--- config.mk ---
export PLATFORM = sky130hd
export DESIGN_NAME = fb_scan_out
export DESIGN_NICKNAME = d
export VERILOG_FILES = /design/src/rtl/fb_scan_out.sv
export SDC_FILE = /design/constraint.sdc
export NUM_CORES = 1
export LEC_CHECK = 0
export BUFFER_PORTS_ARGS = -buffer_cell sky130_fd_sc_hd__buf_2
export CORE_AREA = 2 2 85 87
export DETAILED_ROUTE_END_ITERATION = 8
export DIE_AREA = 0 0 87 89
export SLEW_MARGIN = 20
export SYNTH_ARGS = -nofsm -noshare
export SYNTH_HDL_FRONTEND = slang
export SYNTH_SLANG_ARGS = --single-unit
--- constraint.sdc ---
create_clock -name V_CLK -period 4.6 [get_ports V_CLK]
set_input_delay 0.46 -clock V_CLK [delete_from_list [all_inputs] [get_ports V_CLK]]
set_output_delay 0.46 -clock V_CLK [all_outputs]
set_load 0.02 [all_outputs]
--- src/rtl/fb_scan_out.sv ---
// Framebuffer scan-out: VGA-style timing generator that reads a scaled image window from a
// synchronous BRAM and emits greyscale pixels with a fixed 3-clock pipeline latency.
module fb_scan_out #(
  parameter int unsigned H_VISIBLE = 640,
  parameter int unsigned H_FP      = 16,
  parameter int unsigned H_SYNC    = 96,
  parameter int unsigned H_BP      = 48,
  parameter int unsigned V_VISIBLE = 480,
  parameter int unsigned V_FP      = 10,
  parameter int unsigned V_SYNC    = 2,
  parameter int unsigned V_BP      = 33,
  parameter int unsigned IMG_W     = 128,
  parameter int unsigned IMG_H     = 128,
  parameter int unsigned SCALE     = 2,
  parameter int unsigned X0        = 192,
  parameter int unsigned Y0        = 112
) (
  input  logic        V_CLK,
  input  logic        RESET,
  input  logic        ENABLE,
  output logic [13:0] BRAM_ADDR,
  input  logic [7:0]  BRAM_DOUT,
  output logic        V_HS,
  output logic        V_VS,
  output logic        V_DE,
  output logic [7:0]  V_GREY,
  output logic        FRAME_START
);

  localparam int unsigned HTotal = H_VISIBLE + H_FP + H_SYNC + H_BP;
  localparam int unsigned VTotal = V_VISIBLE + V_FP + V_SYNC + V_BP;
  localparam int unsigned HW     = $clog2(HTotal + 1);
  localparam int unsigned VW     = $clog2(VTotal + 1);
  localparam int unsigned CW     = (IMG_W > 1) ? $clog2(IMG_W) : 1;
  localparam int unsigned SW     = (SCALE > 1) ? $clog2(SCALE) : 1;

  localparam logic [HW-1:0] HLast    = HW'(HTotal - 1);
  localparam logic [HW-1:0] HVisEnd  = HW'(H_VISIBLE);
  localparam logic [HW-1:0] HSyncBeg = HW'(H_VISIBLE + H_FP);
  localparam logic [HW-1:0] HSyncEnd = HW'(H_VISIBLE + H_FP + H_SYNC);
  localparam logic [HW-1:0] WinXBeg  = HW'(X0);
  localparam logic [HW-1:0] WinXEnd  = HW'(X0 + IMG_W * SCALE);
  localparam logic [HW-1:0] WinXLast = HW'(X0 + IMG_W * SCALE - 1);
  localparam logic [VW-1:0] VLast    = VW'(VTotal - 1);
  localparam logic [VW-1:0] VVisEnd  = VW'(V_VISIBLE);
  localparam logic [VW-1:0] VSyncBeg = VW'(V_VISIBLE + V_FP);
  localparam logic [VW-1:0] VSyncEnd = VW'(V_VISIBLE + V_FP + V_SYNC);
  localparam logic [VW-1:0] WinYBeg  = VW'(Y0);
  localparam logic [VW-1:0] WinYEnd  = VW'(Y0 + IMG_H * SCALE);
  localparam logic [SW-1:0] SubLast  = SW'(SCALE - 1);
  localparam logic [13:0]   RowStep  = 14'(IMG_W);

  if (IMG_W * IMG_H > 16384) begin : g_bad_image_size
    $error("fb_scan_out: IMG_W*IMG_H exceeds the 14-bit frame-buffer address space");
  end
  if (SCALE == 0 || IMG_W == 0 || IMG_H == 0 ||
      X0 + IMG_W * SCALE > H_VISIBLE || Y0 + IMG_H * SCALE > V_VISIBLE) begin : g_bad_window
    $error("fb_scan_out: image window does not fit inside the visible area");
  end

  logic [HW-1:0] h_q, h_d;
  logic [VW-1:0] v_q, v_d;
  logic [CW-1:0] col_q, col_d;
  logic [SW-1:0] hsub_q, hsub_d, vsub_q, vsub_d;
  logic [13:0]   row_q, row_d, addr_q, addr_d;
  logic          in_win_x, in_win_y, in_win, vis, hs_act, vs_act, origin;
  logic          de1_q, hs1_q, vs1_q, fs1_q, show1_q;
  logic          de2_q, hs2_q, vs2_q, fs2_q, show2_q;

  always_comb begin
    h_d = h_q + HW'(1);
    v_d = v_q;
    if (h_q == HLast) begin
      h_d = '0;
      v_d = (v_q == VLast) ? '0 : v_q + VW'(1);
    end
  end

  always_comb begin
    in_win_x = (h_q >= WinXBeg) && (h_q < WinXEnd);
    in_win_y = (v_q >= WinYBeg) && (v_q < WinYEnd);
    in_win   = in_win_x && in_win_y;
    vis      = (h_q < HVisEnd) && (v_q < VVisEnd);
    hs_act   = (h_q >= HSyncBeg) && (h_q < HSyncEnd);
    vs_act   = (v_q >= VSyncBeg) && (v_q < VSyncEnd);
    origin   = (h_q == '0) && (v_q == '0);
  end

  // Column counter idles at zero outside the window so it is primed for the next row.
  always_comb begin
    col_d  = '0;
    hsub_d = '0;
    if (in_win && (h_q != WinXLast)) begin
      if (hsub_q == SubLast) begin
        col_d = col_q + CW'(1);
      end else begin
        col_d  = col_q;
        hsub_d = hsub_q + SW'(1);
      end
    end
  end

  always_comb begin
    row_d  = row_q;
    vsub_d = vsub_q;
    if (h_q == HLast) begin
      if (v_q == VLast) begin
        row_d  = '0;
        vsub_d = '0;
      end else if (in_win_y) begin
        if (vsub_q == SubLast) begin
          vsub_d = '0;
          row_d  = row_q + RowStep;
        end else begin
          vsub_d = vsub_q + SW'(1);
        end
      end
    end
    addr_d = in_win ? row_q + 14'(col_q) : addr_q;
  end

  always_ff @(posedge V_CLK) begin
    if (RESET) begin
      h_q         <= '0;
      v_q         <= '0;
      col_q       <= '0;
      hsub_q      <= '0;
      vsub_q      <= '0;
      row_q       <= '0;
      addr_q      <= '0;
      de1_q       <= 1'b0;
      hs1_q       <= 1'b0;
      vs1_q       <= 1'b0;
      fs1_q       <= 1'b0;
      show1_q     <= 1'b0;
      de2_q       <= 1'b0;
      hs2_q       <= 1'b0;
      vs2_q       <= 1'b0;
      fs2_q       <= 1'b0;
      show2_q     <= 1'b0;
      V_HS        <= 1'b1;
      V_VS        <= 1'b1;
      V_DE        <= 1'b0;
      V_GREY      <= '0;
      FRAME_START <= 1'b0;
    end else begin
      h_q         <= h_d;
      v_q         <= v_d;
      col_q       <= col_d;
      hsub_q      <= hsub_d;
      vsub_q      <= vsub_d;
      row_q       <= row_d;
      // Stage 1: address issued alongside the decoded position flags.
      addr_q      <= addr_d;
      de1_q       <= vis;
      hs1_q       <= hs_act;
      vs1_q       <= vs_act;
      fs1_q       <= origin;
      show1_q     <= vis && in_win && ENABLE;
      // Stage 2: wait for the BRAM read data.
      de2_q       <= de1_q;
      hs2_q       <= hs1_q;
      vs2_q       <= vs1_q;
      fs2_q       <= fs1_q;
      show2_q     <= show1_q;
      // Stage 3: registered outputs.
      V_HS        <= ~hs2_q;
      V_VS        <= ~vs2_q;
      V_DE        <= de2_q;
      V_GREY      <= show2_q ? BRAM_DOUT : 8'h00;
      FRAME_START <= fs2_q;
    end
  end

  assign BRAM_ADDR = addr_q;

endmodule

## Yosys cells after proc, flatten, opt, wreduce, memory -nomap -nowiden

Cells that the tools add are included.

- Multiplexer cells: 7
- Reduce and logical (&&, ||, !) cells: 20
- Equal/unequal tests: 3
- $lt $le $gt $ge: 10
- Bitwise gates (word level): 4
- $add $sub $neg: 7

Operator list:

| cell | number |
|---|---|
| 14-bit 2-to-1 mux | 3 |
| 10-bit by 9-bit less-than comparator with 1-bit output (second input constant) | 4 |
| 10-bit by 1-bit adder with 10-bit output (second input constant) | 2 |
| 10-bit equality test (second input constant) | 2 |
| 10-bit zero test | 2 |
| 10-bit less-than comparator (second input constant) | 2 |
| 14-bit by 7-bit adder with 14-bit output | 1 |
| 14-bit by 8-bit adder with 14-bit output (second input constant) | 1 |
| 10-bit greater-or-equal comparator (second input constant) | 1 |
| 10-bit by 7-bit greater-or-equal comparator with 1-bit output (second input constant) | 1 |
| 10-bit by 8-bit greater-or-equal comparator with 1-bit output (second input constant) | 1 |
| 10-bit by 9-bit greater-or-equal comparator with 1-bit output (second input constant) | 1 |
| 1-bit logical AND | 10 |
| 10-bit 2-to-1 mux | 1 |
| 10-bit by 9-bit inequality test with 1-bit output (second input constant) | 1 |
| 7-bit by 1-bit adder with 7-bit output (second input constant) | 1 |
| 2-bit OR reduction | 3 |
| 1-bit inverter | 4 |
| 2-bit nonzero test | 2 |
| 1-bit 2-to-1 mux | 3 |
| 3-bit AND reduction | 1 |
| 3-bit OR reduction | 1 |
| 1-bit adder (second input constant) | 2 |
| 2-bit AND reduction | 1 |

- Register bits: 79

## Longest topological paths before layout

- Word-level depth: 6
- Mapped depth: 8

## Least setup slack after synthesis

Ideal clock, no wire load.

- Path type: register to register
- From: register h_q[0]
- To: register row_q[13]
- Slack: 2.527 ns
- Path buffers: 0
- Cell stages (with the launch flop): 7
- Arrival time: 2.016 ns
- Data required time: 4.542 ns
- Path through: dfxtp_1 -> ha_1 -> nand4_1 -> or4_4 -> or4b_4 -> a211oi_2 -> a21o_1

- Word-level cells in the longest chain between the ends: 2

Ends and longest elaborated chain:

| item | line | RTL |
|---|---|---|
| from (decl) | 61 | `logic [HW-1:0] h_q, h_d;` |
| from (signal assigned) | 124 | `h_q <= '0;` |
| from (signal assigned) | 147 | `h_q <= h_d;` |
| 10-bit equality test | 106 | `if (h_q == HLast) begin` |
| 3-bit AND reduction (no source line) | -- |  |
| to (signal assigned) | 152 | `row_q <= row_d;` |
| to (decl) | 65 | `logic [13:0] row_q, row_d, addr_q, addr_d;` |

No other way between the ends.
A chain may end at the register's enable or synchronous reset.

## Worst setup path in the final report

- From: register h_q[0]
- To: register row_q[12]

Same word-level chain as after synthesis.

==> results_dict.tcl <==
set metrics [dict create \
    synth_area_leaders "dfxtp_1 (49%), nor2_1 (6.1%), xor2_1 (4.7%), xnor2_1 (4.1%), mux2i_1 (3.4%)" \
    grtUsageMet3_pct 3.232 \
    start_util_pct 44.04 \
    place_congestion 0.7803 \
    relSlewSlack_pct 51.16 \
    synth_top_cell_area_share_pct 48.71 \
    ys_ff_latch 72 \
    outcome "finished clean" \
    clock_path_buffers 2 \
    dieArea_um2 7743 \
    start_kind "flop" \
    maxCapViolations 0 \
    synth_edf_count 0 \
    finalCritPeriodShare_pct 48.75 \
    syn_inst 315 \
    yosys.area.top_type "dfxtp_1" \
    fp.coreArea_um2 6719 \
    reg2reg_to "row_q[12]$_SDFFE_PP0P_" \
    post_drt_wl_per_cell_um 12.40 \
    yosys_warnings 0 \
    dpl.cell_count 419 \
    routed_wl_um 5381 \
    clock-root-buffer "clkbuf_8" \
    synth.avg_cell_area_um2 9.394 \
    synth_ff_type "dfxtp_1" \
    fin_setup_tns_ns 0 \
    nets 368 \
    most-common-layout-cells "dfxtp_1 (72), nor2_1 (48), buf_2 (36)" \
    pwr-share-comb_pct 2.2 \
    tightest_slew_ns 0.7325 \
    ctsResizeCount 0 \
    crit_fanout 5 \
    diodes 0 \
    intPower_w 0.0009559 \
    first_global_vias 1999 \
    die_x_um 87 \
    synthDistinctLibCells 44 \
    hold_path_end "V_GREY[7]$_SDFF_PP0_" \
    use_met2_pct 22.76 \
    post-dp-hpwl_um 3717 \
    drc 0 \
    cts.sinks 72 \
    rsz0062_at_grt "false" \
    io_buffers 36 \
    dp_slack_ns 2.386 \
    regArea_um2 1441 \
    antenna_found_initial 0 \
    power.share.clock_pct 45.1 \
    numCtsBuffers 9 \
    dieHeight_um 89 \
    skew_ns 0.009035 \
    track_usage_pct 15.56 \
    holdBufCountCts 0 \
    finalNonFillerCells 434 \
    hp-class "in2reg" \
    final_common_cell "dfxtp_1" \
    path_class "reg2reg" \
    async_flop_share_pct 0 \
    r2r_cells 6 \
    core.rowCount 30 \
    h-tree-depth 3 \
    r2r_start "h_q[0]$_SDFF_PP0_" \
    drtAntennaViolNets 0 \
    drt_iter0_drc 117 \
    grt_pass1_wl_um 9404 \
    hold_path_depth 2 \
    worstPathRequired_ns 4.88 \
    hold_ws_ns 0.3232 \
    vias_per_cell 5.083 \
    clkLatencyLatePin_ns 0.34 \
    hold_start "BRAM_DOUT[7]" \
    fin_crit_ns 2.242 \
    final-setup-viol-count 0 \
    reg2reg_slack_ns 2.36 \
    cts_tree "yes" \
    swShare_pct 20.11 \
    layout-drive-gt1-share_pct 18.08 \
    multi_input_area_um2 1431 \
    area_growth_pct 15.48 \
    syn_nets 333 \
    post_cts_buffers 0 \
    worstPathArrival_ns 2.53 \
    cp-end-kind "flop" \
    clkTransAtPathRegs_ns 0.08 \
    busiest_layer "met2" \
    powerDensity_nw_per_um2 350.2 \
    ios 37 \
    cp-startpoint "h_q[0]$_SDFF_PP0_" \
    leakagePower_nw 1.317 \
    pwr-share-seq_pct 52.8 \
    grt_max_degree 43 \
    first_pass_iters 4 \
    vias 2206 \
    hold_viol_final 0 \
    fmax_ghz 0.4459 \
    ys_seq_area_share_pct 48.71 \
    p_sw_w 0.0002406 \
    setup_slack_ns 2.358 \
    ir_drop_uv 149.8 \
    synth_area_um2 2959 \
    slew_violations 0 \
    overflow 0 \
    grt.met1_usage_pct 21.65 \
    fillers 644 \
]
cell families (layout without fill, tap and decap cells):
kind of cell    count (synthesis)  in the layout  share of synthesized area [%]
buf+inv                        22             61                          2.917
simple gates                  147            147                          26.38
mux                            10             10                          3.383
other cells                     1              1                         0.1267
flops                          72             72                          48.71
fa+ha+maj                       7              7                          2.960
compound gates                 26             26                          6.639
xor+xnor                       30             30                          8.879
Yosys cell counts (4+ instances only):
| master | number |
|---|---|
| dfxtp_1 | 72 |
| nor2_1 | 48 |
| nand2_1 | 18 |
| xor2_1 | 16 |
| xnor2_1 | 14 |
| nor3_1 | 13 |
| nand3_1 | 11 |
| clkbuf_1 | 10 |
| mux2i_1 | 10 |
| and2_1 | 8 |
| inv_1 | 8 |
| nand4_1 | 8 |
| nor2b_1 | 8 |
| a211oi_1 | 7 |
| ha_1 | 7 |
| nor4_1 | 7 |
| and3_1 | 5 |
| a21o_1 | 4 |
| nand2b_1 | 4 |
| or2_2 | 4 |
worst max-delay path by stage:
stage	to	slack (ns)
floorplan	row_q[13]$_SDFFE_PP0P_	2.53
finish	row_q[12]$_SDFFE_PP0P_	2.36
global route	row_q[8]$_SDFFE_PP0P_	2.18
global placement	row_q[13]$_SDFFE_PP0P_	2.45
CTS	row_q[12]$_SDFFE_PP0P_	2.37
detailed placement	row_q[13]$_SDFFE_PP0P_	2.39
power groups by stage:
stage	clock network (W)	registers [W]	logic [W]
5_1_grt	0.000589	0.000632	0.0000299
2_1_floorplan	0	0.000646	0.0000170
3_5_place_dp	0	0.000646	0.0000265
6_report	0.000539	0.000632	0.0000259
4_1_cts	0.000561	0.000631	0.0000266
3_3_place_gp	0	0.000646	0.0000263
critical path, cell delays in order, from the launching register on:
cell and delay [ns]:
dfxtp_1 0.39, ha_1 0.22, nand4_1 0.21, or4_4 0.50, or4b_4 0.56, a211oi_1 0.21
a21o_1 0.11
flip-flops by register name, summed over array words and instances, names as in the netlist:
register     flops
fs2_q            1
de1_q            1
BRAM_ADDR       14
col_q            7
row_q            7
V_HS             1
vsub_q           1
de2_q            1
V_GREY           8
V_VS             1
show2_q          1
FRAME_START      1
h_q             10
v_q             10
hsub_q           1
show1_q          1
hs2_q            1
vs2_q            1
V_DE             1
vs1_q            1
fs1_q            1
hs1_q            1
per-stage QoR:
| step | power [W] | util (%) | area (µm²) |
|---|---|---|---|
| after floorplan | 0.0006632 | - | 2959 |
| after detailed placement | 0.0006725 | 47.60 | 3198 |
| after global routing | 0.001251 | 50.86 | 3417 |
| after global placement | 0.0006720 | 47.60 | 3198 |
| final | 0.001197 | 50.86 | 3417 |
| after CTS | 0.001219 | 50.86 | 3417 |
layer usage:
layer | wire (µm) | up-vias
met5 | 0 | -
met4 | 99 | 0
met3 | 226 | 10
met2 | 2313 | 42
met1 | 2741 | 1008
li1 | - | 1146
cell type report:
cell class | instances | share of cell area [%]
clock buffers | 10 | 4.028
clock inverters | 5 | 2.380
inverters | 8 | 0.8788
multi-input cells | 221 | 41.89
flip-flops and latches | 72 | 42.18
well taps | 80 | 2.929
repair buffers | 38 | 5.712
Note: power is estimated with default switching activity, not from simulation.
